===== config.mk =====
export PLATFORM = sky130hd
export DESIGN_NAME = alu4_seq_ctrl
export DESIGN_NICKNAME = d
export VERILOG_FILES = /design/src/rtl/alu4_seq_ctrl.sv
export SDC_FILE = /design/constraint.sdc
export NUM_CORES = 1
export LEC_CHECK = 0
export CAP_MARGIN = 20
export CORE_AREA = 2 2 109 111
export DETAILED_ROUTE_END_ITERATION = 8
export DIE_AREA = 0 0 111 113
export SLEW_MARGIN = 20
export SYNTH_ARGS = -nofsm -noshare
export SYNTH_HDL_FRONTEND = slang
export SYNTH_SLANG_ARGS = --single-unit

===== constraint.sdc =====
create_clock -name clk -period 2.7 [get_ports clk]
set_input_delay 0.27 -clock clk [delete_from_list [all_inputs] [get_ports clk]]
set_output_delay 0.27 -clock clk [all_outputs]
set_load 0.02 [all_outputs]

===== src/rtl/alu4_seq_ctrl.sv =====
// Nibble-serial sequencer: runs WIDTH-bit ADD/SUB/PASS/DEC on one shared 4-bit ALU,
// LSB nibble first, chaining carry through ALU_P[0], with a start/busy/done handshake.
module alu4_seq_ctrl #(
    parameter int WIDTH = 16
) (
    input  logic             clk,
    input  logic             rst_n,
    input  logic             start,
    input  logic [1:0]       op,
    input  logic [WIDTH-1:0] a,
    input  logic [WIDTH-1:0] b,
    output logic             busy,
    output logic             done,
    output logic [WIDTH-1:0] result,
    output logic             zf,
    output logic             vf,
    output logic             cf,
    output logic [3:0]       alu_p,
    output logic [3:0]       alu_a,
    output logic [3:0]       alu_b,
    input  logic [3:0]       alu_r,
    input  logic             alu_v,
    input  logic             alu_c4
);

    localparam int NIB = WIDTH / 4;
    localparam int IW  = (NIB > 1) ? $clog2(NIB) : 1;
    localparam logic [1:0] OP_SUB = 2'b01;

    typedef enum logic [1:0] {
        ST_IDLE = 2'd0,
        ST_RUN  = 2'd1,
        ST_DONE = 2'd2
    } state_t;

    state_t           state_r;
    logic [IW-1:0]    idx_r;
    logic [1:0]       op_lat_r;
    logic [WIDTH-1:0] a_lat_r;
    logic [WIDTH-1:0] b_lat_r;
    logic [WIDTH-1:0] work_r;

    logic [IW-1:0]    idx_next_s;
    logic             last_s;
    logic [WIDTH-1:0] work_next_s;

    function automatic logic [3:0] nib_sel(input logic [WIDTH-1:0] v, input logic [IW-1:0] i);
        return v[{i, 2'b00} +: 4];
    endfunction

    // Next step index and the working result with the current ALU nibble merged in.
    always_comb begin
        idx_next_s  = idx_r + 1'b1;
        last_s      = (idx_r == IW'(NIB - 1));
        work_next_s = work_r;
        work_next_s[{idx_r, 2'b00} +: 4] = alu_r;
    end

    // Sequencer FSM; alu_p[0] doubles as the registered carry between nibbles.
    always_ff @(posedge clk or negedge rst_n) begin
        if (!rst_n) begin
            state_r  <= ST_IDLE;
            idx_r    <= {IW{1'b0}};
            op_lat_r <= 2'b00;
            a_lat_r  <= {WIDTH{1'b0}};
            b_lat_r  <= {WIDTH{1'b0}};
            work_r   <= {WIDTH{1'b0}};
            busy     <= 1'b0;
            done     <= 1'b0;
            result   <= {WIDTH{1'b0}};
            zf       <= 1'b0;
            vf       <= 1'b0;
            cf       <= 1'b0;
            alu_p    <= 4'd0;
            alu_a    <= 4'd0;
            alu_b    <= 4'd0;
        end else begin
            case (state_r)
                ST_IDLE: begin
                    done <= 1'b0;
                    if (start) begin
                        a_lat_r  <= a;
                        b_lat_r  <= b;
                        op_lat_r <= op;
                        idx_r    <= {IW{1'b0}};
                        busy     <= 1'b1;
                        alu_a    <= a[3:0];
                        alu_b    <= b[3:0];
                        alu_p    <= {1'b0, op, (op == OP_SUB)};
                        state_r  <= ST_RUN;
                    end else begin
                        busy  <= 1'b0;
                        alu_p <= 4'd0;
                        alu_a <= 4'd0;
                        alu_b <= 4'd0;
                    end
                end
                ST_RUN: begin
                    work_r <= work_next_s;
                    idx_r  <= idx_next_s;
                    if (last_s) begin
                        result  <= work_next_s;
                        zf      <= (work_next_s == {WIDTH{1'b0}});
                        vf      <= alu_v;
                        cf      <= alu_c4;
                        done    <= 1'b1;
                        alu_p   <= 4'd0;
                        alu_a   <= 4'd0;
                        alu_b   <= 4'd0;
                        state_r <= ST_DONE;
                    end else begin
                        alu_p <= {1'b0, op_lat_r, alu_c4};
                        alu_a <= nib_sel(a_lat_r, idx_next_s);
                        alu_b <= nib_sel(b_lat_r, idx_next_s);
                    end
                end
                ST_DONE: begin
                    done    <= 1'b0;
                    busy    <= 1'b0;
                    state_r <= ST_IDLE;
                end
                default: begin
                    done    <= 1'b0;
                    busy    <= 1'b0;
                    alu_p   <= 4'd0;
                    alu_a   <= 4'd0;
                    alu_b   <= 4'd0;
                    state_r <= ST_IDLE;
                end
            endcase
        end
    end

endmodule


==> metrics.md <==
| Metric | Value |
|---|---|
| Status | finished with violations |
| Failing checks | hold timing |
| DR vias | around 2700 |
| H-tree depth | 3 |
| Largest net degree at the start of global routing | 87 |
| Max-Cap Viols | 0 |
| Post-CTS Setup Bufs | 0 |
| RR Endpoint | alu_a[2] |
| Routed vias/inst | between 5 and 6 |
| Final setup TNS | 0 ns |
| Placer Congestion | slightly above 0.8 |
| Reg2Reg Depth | 6 |
| Fmax | about 500 MHz |
| PortBufs | 74 |
| Internal Power | between 4000 and 5000 uW |
| RSZ-0062 raised after global routing | false |
| Fin. Hold Viols | 22 |
| Tmin final | 2.02 ns |
| Root buffer cell | clkbuf_16 |
| Die area | approximately 13000 um^2 |
| Power per cell area | approximately 1200 nW/um^2 |
| Initial DRT Pass Iterations | 5 |
| Reg2Reg Setup Slack | 0.68 ns |
| CTS buffer count | 9 |
| #FFs+latches synth | 86 |
| Final worst path period share | around 75% |
| Mapped Area | slightly below 4000 um^2 |
| Initial antenna violation count | 0 |
| P_sw | ~2200 uW |
| Slew @ Worst Pin | 0.805 ns |
| Clock Skew | 0.00643 ns |
| Leakage | around 0.0022 uW |
| CTS sink cnt | 86 |
| Post-Route Utilization | a little under half |
| Overall power | approximately 6200 uW |
| Crit path arrival time | roughly 2.2 ns |
| Synth area leaders | dfrtp_1 55%, mux2_2 11%, mux4_1 4.1% |
| Critical-path maximum fanout | 9 |
| Hpwl dp | around 5900 um |
| DRT iter0 DRCs | 128 |
| Synth cell types | 41 |
| Area grow syn2layout | 30.8% |
| Synth area leader | dfrtp_1 |
| Ant diodes | 0 |
| Initial Util | approximately 35% |
| Mapped Avg Cell Area | around 12 um^2 |
| Ys Warns | 0 |
| Total global routing overflow | 0 |
| Post-synthesis sequential area ratio | a little under three fifths |
| Synth top area share | between 50% and 60% |
| Core Area | between 10000 and 15000 um^2 |
| Slew margin rel. | 46.3% |
| Vias in the first global route | 2831 |
| Share of cells above drive strength 1 | between 10% and 20% |
| CP startpoint kind | flop |
| DRT antenna net count | 0 |
| Worst EP required | between 2 and 3 ns |
| CTS resizes | 0 |
| Finish-stage setup viols | 0 |
| Max-slew violations | 0 |
| Smallest hold slack | -0.0135 ns |
| Maximum vdd ir drop | roughly 500 uV |
| Syn Inst Count | around 330 |
| RR Startpoint | idx_r[1] |
| First-pass GRT wire length | between 10000 and 15000 um |
| Tot GR Track Use | between 10 and 15% |
| Skew-Pair Late Insertion Delay | ~0.34 ns |
| I/O pins | 76 |
| Post-synth net total | around 370 |
| Part of the power in the clock network | between 20% and 30% |
| Rows | 39 |
| CTS tree | yes |
| Sw frac | 35.0% |
| Hold WC Path Type | in2async |
| Fillers | roughly 1100 |
| Reg power frac | 35.7% |
| Post-DR wirelength/cell | approximately 16 um |
| CP Class | reg2reg |
| Drt total wl | 8640 um |
| Crit end category | flop |
| Die width | between 100 and 150 um |
| Post-route DRC | 0 |
| Comb pwr share | 43.3% |
| NumNets Final | between 400 and 500 |
| Reg clk slew, reported paths | approximately 0.06 ns |
| Max clock buf depth | 2 |
| Die Y-Extent | around 110 um |
| Post-CTS Hold Buffers | 0 |
==> kinds of logic (layout without fill, tap and decap cells) <==
family                   after synthesis  count (layout)  synth area share (%)
AO/OA/AOI/OAI                         64              64                  10.8
multiplexers                          50              50                  17.3
adder cells (fa/ha/maj)                6               6                  1.93
AND/OR/NAND/NOR                       84              84                  10.6
other                                  1               1                0.0964
flip-flops                            86              86                  55.3
buffers and inverters                 34             112                  4.05
==> per-stage QoR <==
step                      setup WS [ns]  std cells  area (um^2)
after detailed placement          0.658        531         4770
after CTS                         0.657        546         5080
after global routing              0.440        546         5090
after floorplan                   0.608        325         3890
final                             0.677        546         5090
after global placement            0.732        531         4770
==> flip-flops by register name, indices dropped and copies added, names as in the netlist <==
name / cells
a_lat_r: 16
alu_a: 4
alu_b: 4
alu_p: 3
b_lat_r: 16
busy: 1
cf: 1
done: 1
idx_r: 2
op_lat_r: 2
result: 16
state_r: 2
vf: 1
work_r: 16
zf: 1
==> power groups by stage <==
stage | sequential [uW] | clock [uW] | combinational [uW]
2_1_floorplan | 2410 | 0 | 1610
3_3_place_gp | 2230 | 0 | 2660
3_5_place_dp | 2250 | 0 | 2730
4_1_cts | 2240 | 1350 | 2740
5_1_grt | 2310 | 1400 | 2980
6_report | 2220 | 1310 | 2700
==> per-layer routing <==
| layer | global-route usage (%) | wire, um |
|---|---|---|
| met5 | 0 | 0 |
| met4 | 4.42 | 102 |
| met3 | 4.71 | 518 |
| met2 | 22.7 | 4020 |
| met1 | 19.3 | 4000 |
==> synthesized netlist by cell type, drive strengths merged <==
| master | n |
|---|---|
| nor3 | 1 |
| mux2 | 39 |
| a22oi | 1 |
| and2b | 1 |
| a22o | 5 |
| and4 | 1 |
| o21ai | 30 |
| a21boi | 1 |
| nand4 | 1 |
| conb | 1 |
| dfrtp | 86 |
| mux2i | 3 |
| and2 | 1 |
| nand2 | 41 |
| o2111ai | 3 |
| nor2b | 16 |
| nor2 | 8 |
| a31oi | 8 |
| o221a | 1 |
| o31ai | 1 |
| o21bai | 2 |
| buf | 9 |
| nand3 | 5 |
| ha | 6 |
| a21oi | 4 |
| inv | 15 |
| and3 | 2 |
| or2 | 2 |
| a222oi | 8 |
| nand2b | 1 |
| mux4 | 8 |
| clkbuf | 10 |
| nor4 | 2 |
| nor3b | 2 |
==> worst max-delay path, stage by stage, from the launching register on <==
cell and delay (ns):
dfrtp_1 0.41, inv_1 0.10, ha_1 0.42, buf_4 0.25, mux4_2 0.32, a222oi_1 0.33
inv_1 0.07
==> cell usage in the layout, fill, tap and decap left out, types with 2 or more instances in the layout <==
master	netlist	routed
a21oi_1	4	4
a222oi_1	8	8
a22o_1	5	5
a31oi_1	8	8
and3_1	2	2
buf_4	1	8
bufinv_16	0	2
clkbuf_16	0	9
clkdlybuf4s50_1	0	73
clkinvlp_4	0	3
dfrtp_1	86	86
ha_1	6	6
inv_1	14	14
mux2_2	39	39
mux2i_1	3	3
mux4_1	6	6
mux4_2	2	2
nand2_1	40	40
nand3_1	5	5
nor2_1	8	8
nor2b_1	16	16
nor3b_2	1	2
nor4_1	2	2
o2111ai_1	3	3
o21ai_0	30	30
o21bai_1	2	2
or2_2	2	2
==> worst max-delay path by stage <==
| stage | cells after the start | startpoint | end |
|---|---|---|---|
| after floorplan | 8 | idx_r[0] | alu_a[1] |
| after global routing | 6 | idx_r[1] | alu_b[3] |
| after CTS | 6 | idx_r[1] | alu_a[2] |
| final | 6 | idx_r[1] | alu_a[2] |
| after detailed placement | 6 | idx_r[1] | alu_a[2] |
| after global placement | 4 | start | b_lat_r[0] |
==> final cells by class <==
class / count / area (um^2) / share of cell area [%]
clock buffer: 9 / 225 / 4.43
clock inverter: 6 / 87.6 / 1.72
inverter: 15 / 56.3 / 1.11
multi-input combinational: 205 / 1590 / 31.2
sequential: 86 / 2150 / 42.3
tap: 143 / 179 / 3.52
timing repair buffer: 82 / 802 / 15.8
Note: power is estimated with default switching activity, not from simulation.
